File: src/rtl/btn_debouncer.sv
// Multi-channel button/endstop debouncer: per-channel synchroniser, shared
// sample prescaler and per-channel stability counter. The module emits
// registered debounced levels and one-cycle rise/fall pulses.
module btn_debouncer #(
  parameter int unsigned CHANNELS    = 7,
  parameter int unsigned DIV_SIZE    = 16,
  parameter int unsigned STABLE_SIZE = 4,
  parameter int unsigned SYNC_STAGES = 2
) (
  input  logic                   clk_in,
  input  logic                   reset_n_in,
  input  logic [DIV_SIZE-1:0]    div_max_in,
  input  logic [STABLE_SIZE-1:0] stable_max_in,
  input  logic [CHANNELS-1:0]    btn_in,
  output logic [CHANNELS-1:0]    state_out,
  output logic [CHANNELS-1:0]    rise_out,
  output logic [CHANNELS-1:0]    fall_out,
  output logic                   tick_out
);

  // sync_q[0] samples btn_in; sync_q[SYNC_STAGES-1] is the only stage the
  // debounce logic reads. Requires SYNC_STAGES >= 2.
  logic [SYNC_STAGES-1:0][CHANNELS-1:0]    sync_q, sync_d;
  logic [CHANNELS-1:0]                     sync_last;
  logic [DIV_SIZE-1:0]                     cnt_q, cnt_d;
  logic                                    tick_q, tick_d;
  logic [CHANNELS-1:0][STABLE_SIZE-1:0]    scnt_q, scnt_d;
  logic [CHANNELS-1:0]                     state_q, state_d;
  logic [CHANNELS-1:0]                     rise_q, rise_d;
  logic [CHANNELS-1:0]                     fall_q, fall_d;

  assign sync_last = sync_q[SYNC_STAGES-1];

  // Synchroniser shift: new raw sample enters stage 0.
  always_comb begin
    sync_d = {sync_q[SYNC_STAGES-2:0], btn_in};
  end

  // Prescaler: >= lets a lowered terminal count wrap on the next cycle.
  always_comb begin
    tick_d = (cnt_q >= div_max_in);
    cnt_d  = tick_d ? '0 : cnt_q + 1'b1;
  end

  // Stability counters; evaluated in the cycle tick_out is high, so the
  // updated level and its edge pulse appear together on the following cycle.
  always_comb begin
    scnt_d  = scnt_q;
    state_d = state_q;
    rise_d  = '0;
    fall_d  = '0;
    if (tick_q) begin
      for (int unsigned i = 0; i < CHANNELS; i++) begin
        if (sync_last[i] == state_q[i]) begin
          scnt_d[i] = '0;
        end else if (scnt_q[i] >= stable_max_in) begin
          state_d[i] = sync_last[i];
          scnt_d[i]  = '0;
          rise_d[i]  = sync_last[i];
          fall_d[i]  = ~sync_last[i];
        end else begin
          scnt_d[i] = scnt_q[i] + 1'b1;
        end
      end
    end
  end

  // State registers with synchronous active-low reset.
  always_ff @(posedge clk_in) begin
    if (!reset_n_in) begin
      sync_q  <= '0;
      cnt_q   <= '0;
      tick_q  <= 1'b0;
      scnt_q  <= '0;
      state_q <= '0;
      rise_q  <= '0;
      fall_q  <= '0;
    end else begin
      sync_q  <= sync_d;
      cnt_q   <= cnt_d;
      tick_q  <= tick_d;
      scnt_q  <= scnt_d;
      state_q <= state_d;
      rise_q  <= rise_d;
      fall_q  <= fall_d;
    end
  end

  assign state_out = state_q;
  assign rise_out  = rise_q;
  assign fall_out  = fall_q;
  assign tick_out  = tick_q;

endmodule
File: config.mk
export PLATFORM = sky130hd
export DESIGN_NAME = btn_debouncer
export DESIGN_NICKNAME = d
export VERILOG_FILES = /design/src/rtl/btn_debouncer.sv
export SDC_FILE = /design/constraint.sdc
export NUM_CORES = 1
export LEC_CHECK = 0
export BUFFER_PORTS_ARGS = -buffer_cell sky130_fd_sc_hd__buf_2
export CORE_MARGIN = 1
export CORE_UTILIZATION = 38
export CTS_CLUSTER_DIAMETER = 100
export DETAILED_ROUTE_END_ITERATION = 12
export GPL_ROUTABILITY_DRIVEN = 1
export PLACE_DENSITY = 0.56
export SYNTH_ARGS = -nofsm -noshare
export SYNTH_HDL_FRONTEND = slang
export SYNTH_SLANG_ARGS = --single-unit
File: constraint.sdc
create_clock -name clk_in -period 5.3 [get_ports clk_in]
set_clock_uncertainty 0.2 [all_clocks]
set_input_delay 0 -clock clk_in [delete_from_list [all_inputs] [get_ports clk_in]]
set_output_delay 0 -clock clk_in [all_outputs]
set_load 0.05 [all_outputs]
==> results of run 1 <==
## kinds of logic (layout without fill, tap and decap cells)
group,count (synthesis),in the layout,synth area share
adder cells (fa/ha/maj),52,52,0.159
buffers and inverters,43,116,0.0403
multiplexers,7,7,0.0171
XOR/XNOR,27,27,0.0577
AND/OR/NAND/NOR,167,167,0.219
flip-flops,80,80,0.391
AO/OA/AOI/OAI,71,71,0.117
## metal layers
metal	routed length [um]	up-vias
met4	115	0
met1	4200	1433
li1	-	1687
met3	272	10
met5	0	-
met2	3900	49
## final cells by class
type,count,area (sq um),area share
Inverter,35,131,0.0270
Multi-Input combinational cell,324,2330,0.479
Timing Repair Buffer,66,410,0.0843
Clock inverter,3,65.1,0.0134
Clock buffer,12,155,0.0319
Tap cell,136,170,0.0350
Sequential cell,80,1600,0.329
## cells in the mapped netlist (all sizes together) (4+ instances only)
cell type / n / area share
nand2b: 22 / 0.034
and2: 15 / 0.023
ha: 52 / 0.16
nor4b: 12 / 0.026
a2111oi: 4 / 0.015
o21a: 4 / 0.0073
nor3: 5 / 0.0061
xnor2: 6 / 0.013
dfxtp: 80 / 0.39
a21oi: 20 / 0.024
mux2i: 7 / 0.017
nor2: 37 / 0.035
nand4: 8 / 0.014
a21o: 10 / 0.018
nand2: 37 / 0.034
nand3: 14 / 0.017
clkbuf: 7 / 0.0064
o21ai: 20 / 0.024
xor2: 21 / 0.045
or2: 4 / 0.0061
inv: 34 / 0.031
## power by group
group	switching [mW]	total (mW)	internal, mW
clock	0.213	0.501	0.288
sequential	0.00544	0.613	0.607
combinational	0.0407	0.0785	0.0377
total	0.259	1.19	0.933
## final timing paths
| kind | start | end | cells past startpoint |
|---|---|---|---|
| worst max register to register | tick_out | rise_out[0] | 3 |
| worst max-delay path | tick_out | rise_out[0] | 3 |
| worst min register to register | sync_d[13] | sync_last[6] | 1 |
| worst min-delay path | div_max_in[14] | tick_out | 5 |
## sequential cells by signal (all words and copies together) (netlist names)
signal,count
tick_out,1
fall_out,7
scnt_q,28
sync_d,7
sync_last,7
rise_out,7
cnt_q,16
state_out,7
## worst min-delay path: stages
cell and delay [ps]:
sky130_fd_sc_hd__buf_2 90, sky130_fd_sc_hd__inv_1 50, sky130_fd_sc_hd__ha_1 140, sky130_fd_sc_hd__a211oi_1 100
sky130_fd_sc_hd__a31oi_1 160
## through the flow
stage / area [sq um] / std cells / hold slack, ps / utilization / worst slack [ps]
after floorplan: 4100 / 447 / -72.7 / - / 3380
after global placement: 4490 / 625 / 9.21 / 0.433 / 3040
after detailed placement: 4490 / 625 / 14.2 / 0.433 / 3020
after CTS: 4870 / 656 / 23.4 / 0.469 / 2960
after global routing: 4870 / 656 / 66.5 / 0.469 / 2700
final: 4870 / 656 / 37.7 / 0.469 / 3010
==> results.ini, run 1 <==
[route]
drt_pass1_iterations = 4
antenna_violating_nets_post_route = 0
drt_wl_total_um = 8490
wl_per_cell_um = 12.9
dr_total_vias = 3179
drcViolationCount = 0
detail_route.iter0.violations = 87
vias_per_cell = 4.85

[power]
vdd_ir_drop_max_mv = 0.127
p_total_mw = 1.19
leakage_nw = 2.18
cellPowerDensity_mw_per_mm2 = 245

[job]
drv.max_cap_violation_count = 0

[synth]
synth-warning-count = 0
synthArstFlopShare = 0
synth_fp_nets = 528
synth_edf_count = 0
synth.distinct_cells = 45
synth.cell_area_sq_mm = 0.00410
instance_count_of_the_mapped_netlist = 447
postSynthAreaPerCell_sq_um = 9.17
synthFlopType = sky130_fd_sc_hd__dfxtp_1
yosys_register_bits = 80
yosysSeqAreaShare = 0.391

[place]
finalWeightedCongestion = 0.756
io_buffer_count = 50
detailedPlacementHpwl_um = 6180

[sta]
setup_tns_ps = 0
tightestPinTransition_ps = 802
report.final.setup_viol = 0
max_slew_margin = 0.464
final_min_period_over_clock_period = 0.432
final-max-slew-violation-count = 0
fmaxAchievable_ghz = 0.437
hold_viol_final = 0
grt_setup_unrepaired = false
final_period_minus_worst_setup_slack_ps = 2290

[worst_hold_path]
timing.hold.worst.class = in2reg

[setup_path]
worst_ep_required_time_ps = 5370
cp_buf_inv_count = 0
worst_path_largest_cell_delay_ps = 740
path_class = reg2reg
chain_of_cells_forming_the_critical_path = nand2_1, or3_1, nor3b_1
path_delay_family = simple AND/OR/NAND/NOR gates
cpMaxStageDelayCell = sky130_fd_sc_hd__dfxtp_1
worstPathArrival_ps = 2360
start_kind = register
endpoint_kind = register
r2r_slack_ps = 3010
cp_max_fo = 16

[cts]
clk_latency_ps = 350
clkTransAtPathRegs_ps = 80
clockBufferDepth = 2
tritoncts = yes
postCtsSetupBuffers = 0
ctsRootBufferMaster = sky130_fd_sc_hd__clkbuf_8
postCtsResizedCells = 0
cts-hold-fix-buffers = 16
cts_inserted_buffers = 9
cts.sinks = 80
cts_htree_levels = 3

[grt]
groute.layer.met3.usage = 0.0383
busiest_layer = met2
grt_pass1_wl_um = 14300
globalRouteMet2Util = 0.269
grt_remaining_overflow = 0
grtUsageTotal = 0.165
grt_use_met1 = 0.209
grt_max_degree = 23
grt_pass1_vias = 3055
antenna_found_initial = 0

[die]
floorplan_die_area_sq_mm = 0.0112
num_io_pins = 51
initial_core_util = 0.395
row_count = 37
core_area_sq_mm = 0.0104
die_w_um = 106
die_height_um = 106

[finish]
num_antenna_cells = 0
finalNetCount = 597
mostFrequentLayoutCells = 80 x sky130_fd_sc_hd__dfxtp_1, 52 x sky130_fd_sc_hd__ha_1, 50 x sky130_fd_sc_hd__buf_2
mostFrequentLayoutCell = sky130_fd_sc_hd__dfxtp_1
layout-area-overhead-vs-synth_pct = 18.7
post_route_cells_drive_above_1_share = 0.152
fillers = 1027

[status]
status = completed

Note: power is estimated with default switching activity, not from simulation.
==> run 2: changes to the inputs <==
==> constraint.sdc (replaced) <==
create_clock -name clk_in -period 2.3 [get_ports clk_in]
set_clock_uncertainty 0.2 [all_clocks]
set_input_delay 0 -clock clk_in [delete_from_list [all_inputs] [get_ports clk_in]]
set_output_delay 0 -clock clk_in [all_outputs]
set_load 0.05 [all_outputs]
==> results.ini, run 2 (synthesis gave the netlist of run 1 again) <==
[sta]
setup_tns_ps = 0  ; unchanged
tightestPinTransition_ps = 527  ; -276 ps
report.final.setup_viol = 0  ; unchanged
grt_setup_unrepaired = false
final-max-slew-violation-count = 0  ; unchanged
final_period_minus_worst_setup_slack_ps = 2060  ; -228 ps
final_min_period_over_clock_period = 0.896  ; +0.464
max_slew_margin = 0.648  ; +0.184
post-route-worst-setup-slack_ps = 240  ; -2770 ps
fmaxAchievable_ghz = 0.485  ; +11%
hold_viol_final = 0  ; unchanged

[grt]
grtUsageTotal = 0.164  ; -0.00112
grt_remaining_overflow = 0  ; unchanged
grt_pass1_wl_um = 14400  ; +0.82%
grt_pass1_vias = 3107  ; +1.7%
antenna_found_initial = 0  ; unchanged
grt_max_degree = 23  ; unchanged

[worst_hold_path]
timing.hold.worst_path_depth = 5  ; unchanged
holdPathEnd = tick_out
timing.hold.worst.class = in2reg
hold_path_startpoint = div_max_in[15]

[cts]
postCtsSetupBuffers = 0  ; unchanged
tritoncts = yes
cts_htree_levels = 3  ; unchanged
clkTransAtPathRegs_ps = 90  ; about the same
ctsRootBufferMaster = sky130_fd_sc_hd__clkbuf_8
clk_latency_ps = 350  ; about the same
clockBufferDepth = 2  ; unchanged
cts_inserted_buffers = 9  ; unchanged
cts.sinks = 80  ; unchanged

[route]
drt_pass1_iterations = 4  ; unchanged
drt_wl_total_um = 8460  ; -0.31%
antenna_violating_nets_post_route = 0  ; unchanged
dr_total_vias = 3227  ; +1.5%
drcViolationCount = 0  ; unchanged
detail_route.iter0.violations = 67  ; -23%
vias_per_cell = 4.87  ; +0.44%
wl_per_cell_um = 12.8  ; -1.4%

[setup_path]
worst_ep_required_time_ps = 2390  ; -2980 ps
r2r_slack_ps = 240  ; -2770 ps
chain_of_cells_forming_the_critical_path = inv_1, ha_1, nand2b_1, a2111oi_2, or2_2, nand4_1, a21oi_1
endpoint_kind = register
count_of_cells_along_the_worst_register_to_register_path = 7  ; +4
cp_buf_inv_count = 1  ; +1
regToRegStartpoint = scnt_q[4]
reg2reg_to = scnt_q[4]
worst_path_largest_cell_delay_ps = 450  ; -290 ps
worstPathArrival_ps = 2150  ; -210 ps
cpMaxStageDelayCell = sky130_fd_sc_hd__a2111oi_2
start_kind = register
path_class = reg2reg
cp_max_fo = 4  ; -12
path_delay_family = compound AO/OA/AOI/OAI gates

[place]
io_buffer_count = 50  ; unchanged
post-place-ws_ps = 216  ; -2800 ps
finalWeightedCongestion = 0.843  ; +12%
detailedPlacementHpwl_um = 6270  ; +1.5%

[finish]
post_route_cells_drive_above_1_share = 0.165  ; +0.0132
num_antenna_cells = 0  ; unchanged
max_ffs_per_register = 28  ; unchanged
register_area_sq_mm = 0.00160  ; unchanged
fillers = 1012  ; -1.5%
mostFrequentLayoutCells = 80 x sky130_fd_sc_hd__dfxtp_1, 52 x sky130_fd_sc_hd__ha_1, 50 x sky130_fd_sc_hd__buf_2
finalNetCount = 603  ; +1.0%
mostFrequentLayoutCell = sky130_fd_sc_hd__dfxtp_1
layout_top_registers = scnt_q x28, cnt_q x16
multi_input_comb_area_sq_mm = 0.00235  ; +0.54%
largest-register = scnt_q
layout-area-overhead-vs-synth_pct = 20.1

[power]
cellPowerDensity_mw_per_mm2 = 559  ; +130%
leakage_nw = 2.21  ; +1.1%
clockPowerShare = 0.419  ; about the same
power.internal_mw = 2.13  ; +130%
power_frac_seq = 0.514  ; about the same
power.share.combinational = 0.068  ; +0.002
netSwitchingFraction = 0.225  ; +0.00789
power.net_switching_mw = 0.620  ; +140%
vdd_ir_drop_max_mv = 0.348  ; +170%

[status]
status = completed

[die]
core_area_sq_mm = 0.0104  ; unchanged
die_height_um = 106  ; unchanged
initial_core_util = 0.395  ; unchanged
num_io_pins = 51  ; unchanged
row_count = 37  ; unchanged
die_w_um = 106  ; unchanged
floorplan_die_area_sq_mm = 0.0112  ; unchanged

[job]
drv.max_cap_violation_count = 0  ; unchanged

## run 2: worst max-delay path by stage
stage          slack [ps]        end  startpoint  cells after the start
5_1_grt                70   cnt_q[4]   cnt_q[13]                      7
3_3_place_gp          270  scnt_q[3]   scnt_q[0]                      7
2_1_floorplan         380  scnt_q[3]   scnt_q[0]                      7
4_1_cts               180  scnt_q[3]   scnt_q[0]                      7
3_5_place_dp          220  scnt_q[3]   scnt_q[0]                      7
6_report              240  scnt_q[4]   scnt_q[4]                      7
## run 2: worst min-delay path: stages
cell	delay, ps
sky130_fd_sc_hd__buf_2	90
sky130_fd_sc_hd__inv_1	50
sky130_fd_sc_hd__ha_1	140
sky130_fd_sc_hd__a211oi_1	70
sky130_fd_sc_hd__a31oi_1	170
## run 2: power by group through the flow
stage | clock network, mW | logic (mW) | registers, mW
2_1_floorplan | 0 | 0.107 | 1.44
3_3_place_gp | 0 | 0.164 | 1.44
3_5_place_dp | 0 | 0.168 | 1.45
4_1_cts | 1.19 | 0.188 | 1.41
5_1_grt | 1.24 | 0.215 | 1.42
6_report | 1.15 | 0.187 | 1.41
## run 2: stage by stage
stage	util	hold slack [ps]	cell area (sq um)	power [mW]	instances
6_report	0.475	12.9	4920	2.75	663
5_1_grt	0.475	37.5	4920	2.87	663
4_1_cts	0.474	16.9	4910	2.79	663
3_5_place_dp	0.438	12.0	4540	1.61	632
3_3_place_gp	0.438	6.02	4540	1.61	632
2_1_floorplan	-	-72.7	4100	1.55	447
## run 2: layout make-up
class,instances,area share
Sequential cell,80,0.325
Timing Repair Buffer,72,0.0920
Inverter,35,0.0267
Multi-Input combinational cell,324,0.476
Tap cell,136,0.0346
Clock inverter,5,0.0163
Clock buffer,11,0.0287
## run 2: routing by layer
layer	wire length, um	global-route usage	share of wire
met1	4210	0.211	0.50
met5	0	0	0
met4	108	0.0595	0.013
met2	3850	0.268	0.45
met3	298	0.0353	0.035
## run 2: timing repair
action | in CTS | in global routing
hold buffers | 15 | 0
setup endpoints to repair | 0 | 2
gates resized for setup | 0 | 1
hold endpoints to repair | 16 | 0
==> run 3: changes to the inputs <==
--- a/config.mk
+++ b/config.mk
@@ -5,9 +5,11 @@
 export SDC_FILE = /design/constraint.sdc
 export NUM_CORES = 1
 export LEC_CHECK = 0
-export BUFFER_PORTS_ARGS = -buffer_cell sky130_fd_sc_hd__buf_2
+export ABC_AREA = 1
+export BUFFER_PORTS_ARGS = -buffer_cell sky130_fd_sc_hd__buf_4
 export CORE_MARGIN = 1
 export CORE_UTILIZATION = 38
+export CTS_BUF_LIST = sky130_fd_sc_hd__clkbuf_16
 export CTS_CLUSTER_DIAMETER = 100
 export DETAILED_ROUTE_END_ITERATION = 12
 export GPL_ROUTABILITY_DRIVEN = 1
==> results.ini, run 3 <==
[status]
status = completed

[setup_path]
cpMaxStageDelayCell = sky130_fd_sc_hd__dfxtp_1
worst_ep_required_time_ps = 2350  ; -40 ps
start_kind = register
r2r_slack_ps = 390  ; +150 ps
path_class = reg2reg
endpoint_kind = register
cp_max_fo = 16  ; +12
worst_path_largest_cell_delay_ps = 410  ; -40 ps
cp_buf_inv_count = 1  ; unchanged
worstPathArrival_ps = 1960  ; -190 ps
crit_path_frequent_cell = sky130_fd_sc_hd__nand2_1
path_delay_family = simple AND/OR/NAND/NOR gates
chain_of_cells_forming_the_critical_path = ha_1, nand2_1, inv_1, nor2_1, o21a_1, nand2_1, nand2_1, nand3_2, nor2_1

[synth]
instance_count_of_the_mapped_netlist = 545  ; +22%
post_synth_most_frequent_cells = 84 x sky130_fd_sc_hd__nand2_1, 80 x sky130_fd_sc_hd__dfxtp_1, 78 x sky130_fd_sc_hd__inv_1
postSynthAreaPerCell_sq_um = 7.73  ; -16%
synth_largest_area_cell = sky130_fd_sc_hd__dfxtp_1
synth_edf_count = 0  ; unchanged
synth.cell_area_sq_mm = 0.00421  ; +2.7%
yosysTopAreaCellShare = 0.380  ; -0.0102
synthMostInstantiatedCell = sky130_fd_sc_hd__nand2_1
synth.distinct_cells = 26  ; -42%
synthFlopType = sky130_fd_sc_hd__dfxtp_1
post_synth_main_area_contributors = sky130_fd_sc_hd__dfxtp_1 38%, sky130_fd_sc_hd__ha_1 15%, sky130_fd_sc_hd__nand2_1 7.5%
synth_fp_nets = 626  ; +19%
yosys_register_bits = 80  ; unchanged
synthArstFlopShare = 0  ; unchanged
yosysSeqAreaShare = 0.380  ; -0.0102
synth-warning-count = 0  ; unchanged

[route]
detail_route.iter0.violations = 140  ; +110%
vias_per_cell = 4.77  ; -2.0%
drt_pass1_iterations = 4  ; unchanged
wl_per_cell_um = 11.2  ; -12%
drcViolationCount = 0  ; unchanged
drt_wl_total_um = 8460  ; about the same
antenna_violating_nets_post_route = 0  ; unchanged
dr_total_vias = 3592  ; +11%

[place]
post-place-ws_ps = 399  ; +183 ps
detailedPlacementHpwl_um = 6200  ; -1.2%
finalWeightedCongestion = 0.771  ; -8.5%
io_buffer_count = 50  ; unchanged

[cts]
ctsRootBufferMaster = sky130_fd_sc_hd__clkbuf_16
tritoncts = yes
postCtsSetupBuffers = 0  ; unchanged
cts_htree_levels = 3  ; unchanged
clk_latency_ps = 330  ; -20 ps
cts.sinks = 80  ; unchanged
cts_inserted_buffers = 9  ; unchanged
clockBufferDepth = 2  ; unchanged
clkTransAtPathRegs_ps = 60  ; -30 ps

[sta]
hold_viol_final = 0  ; unchanged
setup_tns_ps = 0  ; unchanged
report.final.setup_viol = 0  ; unchanged
final-max-slew-violation-count = 0  ; unchanged
max_slew_margin = 0.681  ; +0.0324
worst_hold_slack_ps = 110  ; +96.9 ps
grt_setup_unrepaired = false
fmaxAchievable_ghz = 0.524  ; +7.9%
final_period_minus_worst_setup_slack_ps = 1910  ; -150 ps
tightestPinTransition_ps = 478  ; -48.7 ps
final_min_period_over_clock_period = 0.830  ; -0.0653
post-route-worst-setup-slack_ps = 390  ; +150 ps

[power]
vdd_ir_drop_max_mv = 0.374  ; +7.6%
clockPowerShare = 0.461  ; +0.042
leakage_nw = 2.45  ; +11%
power.internal_mw = 2.32  ; +8.9%
power.net_switching_mw = 0.663  ; +7.0%
power_frac_seq = 0.474  ; -0.040
netSwitchingFraction = 0.222  ; -0.00318
cellPowerDensity_mw_per_mm2 = 583  ; +4.4%
power.share.combinational = 0.066  ; -0.002

[finish]
mostFrequentLayoutCell = sky130_fd_sc_hd__nand2_1
num_antenna_cells = 0  ; unchanged
layout-area-overhead-vs-synth_pct = 21.6
mostFrequentLayoutCells = 84 x sky130_fd_sc_hd__nand2_1, 80 x sky130_fd_sc_hd__dfxtp_1, 79 x sky130_fd_sc_hd__inv_1
max_ffs_per_register = 28  ; unchanged
layout_top_registers = scnt_q x28, cnt_q x16
largest-register = scnt_q
finalNetCount = 689  ; +14%
post_route_cells_drive_above_1_share = 0.126  ; -0.0395

[worst_hold_path]
timing.hold.worst.class = in2reg

[job]
drv.max_cap_violation_count = 0  ; unchanged

[grt]
antenna_found_initial = 0  ; unchanged
grt_pass1_wl_um = 14500  ; +0.62%
grt_pass1_vias = 3413  ; +9.8%
grtUsageTotal = 0.159  ; -0.00457
grt_max_degree = 29  ; +26%
grt_remaining_overflow = 0  ; unchanged

[die]
num_io_pins = 51  ; unchanged
row_count = 38  ; +2.7%
die_height_um = 107  ; +1.3%
core_area_sq_mm = 0.0108  ; +4.5%
floorplan_die_area_sq_mm = 0.0115  ; +2.6%
initial_core_util = 0.388  ; -0.00700
die_w_um = 107  ; +1.3%

run 3: kinds of logic after synthesis:
family | after synthesis | share of synthesized area
compound gates | 63 | 0.0808
xor+xnor | 25 | 0.0520
fa+ha+maj | 52 | 0.155
buf+inv | 90 | 0.0832
flops | 80 | 0.380
simple gates | 235 | 0.249
run 3: area by class of cell:
cell class	count	area (sq um)
clock inverter	7	63.8
timing repair buffer	63	498
sequential	80	1600
multi-input combinational	375	2260
clock buffer	9	225
inverter	79	297
tap	140	175
fill	1056	5720
run 3: repair_timing:
item	CTS	global route
endpoints found under the hold margin	17	0
gates resized for setup	0	0
hold buffers	10	0
run 3: worst paths after layout:
path	startpoint	end	cells past startpoint
max	cnt_q[7]	cnt_q[3]	9
min reg2reg	sync_d[13]	sync_last[6]	2
max reg2reg	cnt_q[7]	cnt_q[3]	9
min	div_max_in[15]	tick_out	7
run 3: worst min-delay path: cells and delay by family:
family                   cells  cell delay, ps
AND/OR/NAND/NOR              1              70
buffers and inverters        2             140
adder cells (fa/ha/maj)      1             130
AO/OA/AOI/OAI                3             240
run 3: metrics by stage:
| stage | total power [mW] | cells | utilization | instance area, sq um |
|---|---|---|---|---|
| 2_1_floorplan | 1.56 | 545 | - | 4210 |
| 3_3_place_gp | 1.62 | 727 | 0.436 | 4730 |
| 3_5_place_dp | 1.63 | 727 | 0.436 | 4730 |
| 4_1_cts | 3.03 | 753 | 0.472 | 5120 |
| 5_1_grt | 3.13 | 753 | 0.472 | 5120 |
| 6_report | 2.98 | 753 | 0.472 | 5120 |
run 3: power by group through the flow:
| stage | combinational [mW] | sequential (mW) | clock, mW |
|---|---|---|---|
| after floorplan | 0.114 | 1.44 | 0 |
| after global placement | 0.180 | 1.44 | 0 |
| after detailed placement | 0.185 | 1.44 | 0 |
| after CTS | 0.200 | 1.41 | 1.42 |
| after global routing | 0.226 | 1.41 | 1.49 |
| final | 0.196 | 1.41 | 1.38 |
run 3: layer usage:
layer	track usage	wire length, um	vias to the layer above
li1	-	-	1890
met1	0.177	3860	1660
met2	0.296	4260	33
met3	0.0309	216	9
met4	0.0616	130	0
met5	0	0	-
